`config.mk`:
```
export PLATFORM = sky130hd
export DESIGN_NAME = cordic_rot_replay_engine_flat
export DESIGN_NICKNAME = d
export VERILOG_FILES = /design/src/rtl/cordic_rot_replay_engine_if.sv /design/src/rtl/cordic_rot_replay_engine.sv /design/src/flat_wrapper.sv
export SDC_FILE = /design/constraint.sdc
export NUM_CORES = 1
export LEC_CHECK = 0
export BUFFER_PORTS_ARGS = -buffer_cell sky130_fd_sc_hd__buf_4
export CORE_ASPECT_RATIO = 1.5
export CORE_MARGIN = 8
export CORE_UTILIZATION = 35
export DETAILED_ROUTE_END_ITERATION = 16
export GPL_TIMING_DRIVEN = 0
export PLACE_DENSITY = 0.56
export SYNTH_ARGS = -nofsm -noshare
export SYNTH_HDL_FRONTEND = slang
export SYNTH_SLANG_ARGS = --single-unit
export TNS_END_PERCENT = 5
```
`constraint.sdc`:
```
create_clock -name clk -period 5.1 [get_ports clk]
set_input_delay 0.51 -clock clk [delete_from_list [all_inputs] [get_ports clk]]
set_output_delay 0.51 -clock clk [all_outputs]
set_load 0.005 [all_outputs]
```
`src/rtl/cordic_rot_replay_engine_if.sv`:
```
// Handshake/data bundle between the vectoring chain, the rotation replay engine and the caller.
// Signal names follow the block's documented port list.
interface cordic_rot_replay_engine_if #(
  parameter int unsigned CORDIC_WIDTH = 22
);
  logic                           micro_rot_i;
  logic                           micro_rot_valid_i;
  logic                           microRot_in_start;
  logic                           inverse;
  logic                           enable;
  logic signed [CORDIC_WIDTH-1:0] x_in;
  logic signed [CORDIC_WIDTH-1:0] y_in;
  logic signed [CORDIC_WIDTH-1:0] x_out;
  logic signed [CORDIC_WIDTH-1:0] y_out;
  logic                           dirs_ready;
  logic                           busy;
  logic                           done;
  logic                           start_err;

  modport master (
    output micro_rot_i, micro_rot_valid_i, microRot_in_start, inverse, enable, x_in, y_in,
    input  x_out, y_out, dirs_ready, busy, done, start_err
  );

  modport slave (
    input  micro_rot_i, micro_rot_valid_i, microRot_in_start, inverse, enable, x_in, y_in,
    output x_out, y_out, dirs_ready, busy, done, start_err
  );
endinterface

```
`src/rtl/cordic_rot_replay_engine.sv`:
```
// Captures CORDIC vectoring direction bits and replays them, one micro-rotation per cycle,
// on a new vector (forward or inverse). No gain compensation is applied here.
module cordic_rot_replay_engine #(
  parameter int unsigned CORDIC_WIDTH = 22,
  parameter int unsigned N_ITER       = 16,
  parameter int unsigned CNT_W        = 5
) (
  input  logic                        clk,
  input  logic                        nreset,
  cordic_rot_replay_engine_if.slave   bus
);

  localparam int unsigned IdxW = (N_ITER > 1) ? $clog2(N_ITER) : 1;

  typedef enum logic [1:0] {StIdle, StRotate, StDone} state_e;

  state_e state_q, state_d;

  logic [N_ITER-1:0]              cap_buf_q, cap_buf_d;
  logic [CNT_W-1:0]               cap_cnt_q, cap_cnt_d;
  logic                           dirs_ready_q, dirs_ready_d;
  logic [N_ITER-1:0]              work_q, work_d;
  logic                           inv_q, inv_d;
  logic [CNT_W-1:0]               iter_q, iter_d;
  logic signed [CORDIC_WIDTH-1:0] x_q, x_d, y_q, y_d;
  logic signed [CORDIC_WIDTH-1:0] x_out_q, x_out_d, y_out_q, y_out_d;
  logic                           busy_q, busy_d;
  logic                           done_q, done_d;
  logic                           start_err_q, start_err_d;

  logic                           dir;
  logic signed [CORDIC_WIDTH-1:0] x_sh, y_sh;

  // State register and all datapath/output registers.
  always_ff @(posedge clk or negedge nreset) begin
    if (!nreset) begin
      state_q      <= StIdle;
      cap_buf_q    <= '0;
      cap_cnt_q    <= '0;
      dirs_ready_q <= 1'b0;
      work_q       <= '0;
      inv_q        <= 1'b0;
      iter_q       <= '0;
      x_q          <= '0;
      y_q          <= '0;
      x_out_q      <= '0;
      y_out_q      <= '0;
      busy_q       <= 1'b0;
      done_q       <= 1'b0;
      start_err_q  <= 1'b0;
    end else begin
      state_q      <= state_d;
      cap_buf_q    <= cap_buf_d;
      cap_cnt_q    <= cap_cnt_d;
      dirs_ready_q <= dirs_ready_d;
      work_q       <= work_d;
      inv_q        <= inv_d;
      iter_q       <= iter_d;
      x_q          <= x_d;
      y_q          <= y_d;
      x_out_q      <= x_out_d;
      y_out_q      <= y_out_d;
      busy_q       <= busy_d;
      done_q       <= done_d;
      start_err_q  <= start_err_d;
    end
  end

  // Capture runs regardless of FSM state; the rotation works from its own copy.
  always_comb begin
    cap_buf_d    = cap_buf_q;
    cap_cnt_d    = cap_cnt_q;
    dirs_ready_d = dirs_ready_q;
    if (bus.micro_rot_valid_i) begin
      if (bus.microRot_in_start) begin
        cap_buf_d    = '0;
        cap_buf_d[0] = bus.micro_rot_i;
        cap_cnt_d    = CNT_W'(1);
        dirs_ready_d = (N_ITER == 1);
      end else if (cap_cnt_q != '0 && cap_cnt_q < CNT_W'(N_ITER)) begin
        cap_buf_d[cap_cnt_q[IdxW-1:0]] = bus.micro_rot_i;
        cap_cnt_d    = cap_cnt_q + CNT_W'(1);
        dirs_ready_d = (cap_cnt_q == CNT_W'(N_ITER - 1));
      end
    end
  end

  // Next-state logic.
  always_comb begin
    state_d = state_q;
    unique case (state_q)
      StIdle:   if (bus.enable && dirs_ready_q) state_d = StRotate;
      StRotate: if (iter_q == CNT_W'(N_ITER - 1)) state_d = StDone;
      StDone:   state_d = StIdle;
      default:  state_d = StIdle;
    endcase
  end

  // Shifting by iter_q == 0 reproduces the unscaled 45 degree first stage.
  assign dir  = work_q[iter_q[IdxW-1:0]] ^ inv_q;
  assign x_sh = x_q >>> iter_q;
  assign y_sh = y_q >>> iter_q;

  // Datapath and output next-state logic.
  always_comb begin
    work_d      = work_q;
    inv_d       = inv_q;
    iter_d      = iter_q;
    x_d         = x_q;
    y_d         = y_q;
    x_out_d     = x_out_q;
    y_out_d     = y_out_q;
    busy_d      = busy_q;
    done_d      = 1'b0;
    start_err_d = 1'b0;
    unique case (state_q)
      StIdle: begin
        if (bus.enable) begin
          if (dirs_ready_q) begin
            x_d    = bus.x_in;
            y_d    = bus.y_in;
            work_d = cap_buf_q;
            inv_d  = bus.inverse;
            iter_d = '0;
            busy_d = 1'b1;
          end else begin
            start_err_d = 1'b1;
          end
        end
      end
      StRotate: begin
        if (dir) begin
          x_d = x_q - y_sh;
          y_d = y_q + x_sh;
        end else begin
          x_d = x_q + y_sh;
          y_d = y_q - x_sh;
        end
        iter_d      = iter_q + CNT_W'(1);
        start_err_d = bus.enable;
      end
      StDone: begin
        x_out_d     = x_q;
        y_out_d     = y_q;
        done_d      = 1'b1;
        busy_d      = 1'b0;
        start_err_d = bus.enable;
      end
      default: ;
    endcase
  end

  assign bus.x_out      = x_out_q;
  assign bus.y_out      = y_out_q;
  assign bus.dirs_ready = dirs_ready_q;
  assign bus.busy       = busy_q;
  assign bus.done       = done_q;
  assign bus.start_err  = start_err_q;

endmodule

```
`src/flat_wrapper.sv`:
```
// flat-port wrapper written by rule: the top's interface ports become plain ports
module cordic_rot_replay_engine_flat 
#(
  parameter int unsigned CORDIC_WIDTH = 22,
  parameter int unsigned N_ITER       = 16,
  parameter int unsigned CNT_W        = 5
)
  (clk, nreset, bus_micro_rot_i, bus_micro_rot_valid_i, bus_microRot_in_start, bus_inverse, bus_enable, bus_x_in, bus_y_in, bus_x_out, bus_y_out, bus_dirs_ready, bus_busy, bus_done, bus_start_err);
  cordic_rot_replay_engine_if #(.CORDIC_WIDTH(CORDIC_WIDTH)) bus_i ();
  input  logic clk;
  input  logic nreset;
  input wire logic [$bits(bus_i.micro_rot_i)-1:0] bus_micro_rot_i;
  input wire logic [$bits(bus_i.micro_rot_valid_i)-1:0] bus_micro_rot_valid_i;
  input wire logic [$bits(bus_i.microRot_in_start)-1:0] bus_microRot_in_start;
  input wire logic [$bits(bus_i.inverse)-1:0] bus_inverse;
  input wire logic [$bits(bus_i.enable)-1:0] bus_enable;
  input wire logic [$bits(bus_i.x_in)-1:0] bus_x_in;
  input wire logic [$bits(bus_i.y_in)-1:0] bus_y_in;
  output wire logic [$bits(bus_i.x_out)-1:0] bus_x_out;
  output wire logic [$bits(bus_i.y_out)-1:0] bus_y_out;
  output wire logic [$bits(bus_i.dirs_ready)-1:0] bus_dirs_ready;
  output wire logic [$bits(bus_i.busy)-1:0] bus_busy;
  output wire logic [$bits(bus_i.done)-1:0] bus_done;
  output wire logic [$bits(bus_i.start_err)-1:0] bus_start_err;
  assign bus_i.micro_rot_i = bus_micro_rot_i;
  assign bus_i.micro_rot_valid_i = bus_micro_rot_valid_i;
  assign bus_i.microRot_in_start = bus_microRot_in_start;
  assign bus_i.inverse = bus_inverse;
  assign bus_i.enable = bus_enable;
  assign bus_i.x_in = bus_x_in;
  assign bus_i.y_in = bus_y_in;
  assign bus_x_out = bus_i.x_out;
  assign bus_y_out = bus_i.y_out;
  assign bus_dirs_ready = bus_i.dirs_ready;
  assign bus_busy = bus_i.busy;
  assign bus_done = bus_i.done;
  assign bus_start_err = bus_i.start_err;
  cordic_rot_replay_engine #(.CORDIC_WIDTH(CORDIC_WIDTH), .N_ITER(N_ITER), .CNT_W(CNT_W)) u_core (.clk(clk), .nreset(nreset), .bus(bus_i));
endmodule
```
==> reports/results.tsv <==
stage	metric	value	unit
global_routing	antenna_found_initial	0	
final_layout	final_common_cell	buf_4	
synth	synth_ff_type	dfrtp_1	
synth	syn_nets	1335	
clocking	cts_made_buffers	17	
placed_design	io_buffers	98	
sta	setup_ws	-0.0609	ns
placed_design	post-dp-hpwl	35800	microns
sta	fmax	194	MHz
global_routing	grt_pass1_vias	11165	
worst_setup_path	cp-start-kind	flip-flop	
global_routing	grt_max_degree	76	
die	io_pins	99	
synth	synth-edff-count	0	
sta	timing.final.crit_share	101	%
synth	netlist_instances	1224	
sta	slew_viol_final	0	
worst_setup_path	cp_max_fo	10	
route	drt_iter0_markers	840	
sta	post-route-min-period	5.16	ns
run_status	status	finished, violations left	
global_routing	grt_overflow_total	0	
final_layout	final_cell_mix	146 x buf_4, 135 x dfrtp_1, 122 x nand2_1, 100 x a21oi_1, 80 x nor2_1	
placed_design	gp_congestion	0.990	
sta	finalSetupViolCount	2	
global_routing	grt_pass1_wl	69800	microns
clocking	cts_tree	built	
run_status	violations	negative setup slack	
min_path	min_path_type	in2async	
die	die-area	38900	sq um
synth	yosysWarnings	0	
die	row_count	81	
synth	ys_async_sr_fraction	100	%
job	max_cap_viol_count	0	
route	vias	10793	
route	viasPerCell	5.94	
final_layout	diodes	0	
clocking	clk_pin_slew_worst_paths	0.07	ns
sta	finalHoldViolCount	0	
sta	maxSlewHeadroom	19.5	%
final_layout	area_growth	26.1	%
sta	grt_setup_unrepaired	yes	
die	die_h	238	microns
worst_setup_path	worstSetupPathType	reg2reg	
synth	yosysTopAreaCell	dfrtp_1	
clocking	cts-root-buf	clkbuf_16	
die	die_x	164	microns
die	floorplan.initialDensity	35.3	%
sta	worst_slew_pin_slew	1.21	ns
worst_setup_path	timing.critical_path.from	u_core.iter_q[2]	
route	first_pass_iters	5	
clocking	cts_buffer_depth	2	
synth	syn_avg_cell_area	9.36	sq um
synth	synth_area_leaders	dfrtp_1 30%, mux4_2 9.0%, mux2_2 6.6%	
clocking	htreeDepth	4	
worst_setup_path	crit_arrival	5.54	ns
route	wl_per_cell	25.8	microns
synth	synth_top_cell_area_share	29.9	%
worst_setup_path	worstPathRequired	5.48	ns
sta	fin_skew	0.0149	ns
clocking	clock-sinks	137	
global_routing	track_usage	24.3	%
die	core_area	32400	sq um
worst_setup_path	r2r-start	u_core.iter_q[2]	
synth	synth_seq_cells	137	
worst_setup_path	endpoint_kind	flip-flop	
synth	syn_area	11500	sq um
final_layout	utilization	44.5	%
synth	synth_sequential_area_ratio	29.9	%
placed_design	post-place-ws	-1.80	ns
route	remaining_drc_errors	0	
route	ant_nets	0	
final_layout	num-nets-final	1501	
final_layout	n_fill_cell	3181	
route	routed_wl	46900	microns
final_layout	drive_above_1_share	30.6	%
synth	ys_types	80	
clocking	clkLatencyLatePin	0.46	ns
-- synthesized netlist by cell type, drive strengths merged, types with 35 or more instances --
cell	n
a21oi	109
clkbuf	47
dfrtp	137
ha	58
mux2	68
mux2i	54
mux4	47
nand2	123
nand3	35
nor2	84
o21ai	68
xnor2	42
xor2	35
-- sequential cells by signal, indices dropped and copies added (netlist names) --
register,flops
u_core.y_q,22
u_core.bus.dirs_ready,1
u_core.bus.busy,1
u_core.cap_cnt_q,5
u_core.work_q,16
u_core.state_q,2
u_core.bus.done,1
u_core.x_q,22
u_core.bus.start_err,1
u_core.inv_q,1
u_core.iter_q,5
u_core.cap_buf_q,16
u_core.bus.x_out,22
u_core.bus.y_out,22
-- worst max-delay path, cell delays in order, from the launching register on --
cell,delay (ns)
dfrtp_1,0.34
buf_6,0.15
buf_8,0.17
buf_12,0.16
mux4_2,0.32
mux2_4,0.30
a221o_1,0.36
a21o_1,0.20
inv_2,0.08
ha_4,0.15
o311a_1,0.18
and4_4,0.26
nor3b_4,0.29
buf_4,0.18
nor3_2,0.03
o21ai_1,0.14
o21ai_1,0.09
ha_1,0.38
o21a_1,0.21
o21ai_4,0.10
nor4_4,0.29
nor4_2,0.07
o21ba_2,0.22
or3_1,0.31
nand3_1,0.08
-- layout make-up --
class	count	area (sq um)	area share (%)
Buffer	79	573	3.97
Inverter	26	105	0.728
Timing Repair inverter	1	5.00	0.0346
Tap cell	415	519	3.59
Timing Repair Buffer	148	1150	7.95
Clock inverter	14	114	0.788
Clock buffer	18	439	3.04
Sequential cell	137	3430	23.8
Multi-Input combinational cell	980	8110	56.1
-- logic make-up (layout without fill, tap and decap cells) --
kind of cell / count (synthesis) / count (layout) / share of synthesized area, %
mux: 169 / 169 / 20.7
fa+ha+maj: 60 / 60 / 6.69
simple gates: 358 / 358 / 14.7
xor+xnor: 77 / 77 / 5.89
buf+inv: 107 / 286 / 4.24
compound gates: 316 / 316 / 17.8
flops: 137 / 137 / 29.9
-- through the flow --
| stage | instance area [sq um] | TNS, ns | hold slack [ns] | cells |
|---|---|---|---|---|
| global route | 14400 | -1.17 | 0.0689 | 1818 |
| finish | 14400 | -0.0970 | 0.0248 | 1818 |
| detailed placement | 12700 | -32.34 | 0.477 | 1739 |
| floorplan | 11500 | 0 | 0.214 | 1224 |
| CTS | 14000 | -0.0421 | 0.0308 | 1798 |
| global placement | 12700 | -35.89 | 0.474 | 1737 |
-- layer usage --
metal  wire, microns  GRT usage [%]  share of wire [%]  vias up
li1                -              -                  -     4874
met1           15900           24.5                 34     5298
met2           24000           42.6                 51      436
met3            2300           3.97                4.9      185
met4            4660           21.2                9.9        0
met5               0              0                  0        -
-- path summary, 6_finish.rpt --
check | end | slack [ns] | depth (start not counted)
min in group clk | u_core.cap_cnt_q[4] | 0.29 | 2
max | u_core.y_q[21] | -0.06 | 24
max reg2reg | u_core.y_q[21] | -0.06 | 24
min reg2reg | u_core.cap_buf_q[0] | 0.49 | 2
min | u_core.bus.x_out[17] | 0.02 | 1
max in group asynchronous | u_core.iter_q[0] | 4.25 | 2
-- what timing repair did --
| item | in CTS | in global routing |
|---|---|---|
| endpoints found under the setup margin | 33 | 21 |
| cloned | 0 | 1 |
| buffers inserted | 29 | 18 |
| resized for setup | 129 | 62 |
| hold buffers | 0 | 0 |
| pin swaps | 26 | 30 |
Power is not shown: default switching activity piles up to over one toggle a cycle in this logic, so the estimate is an artifact.
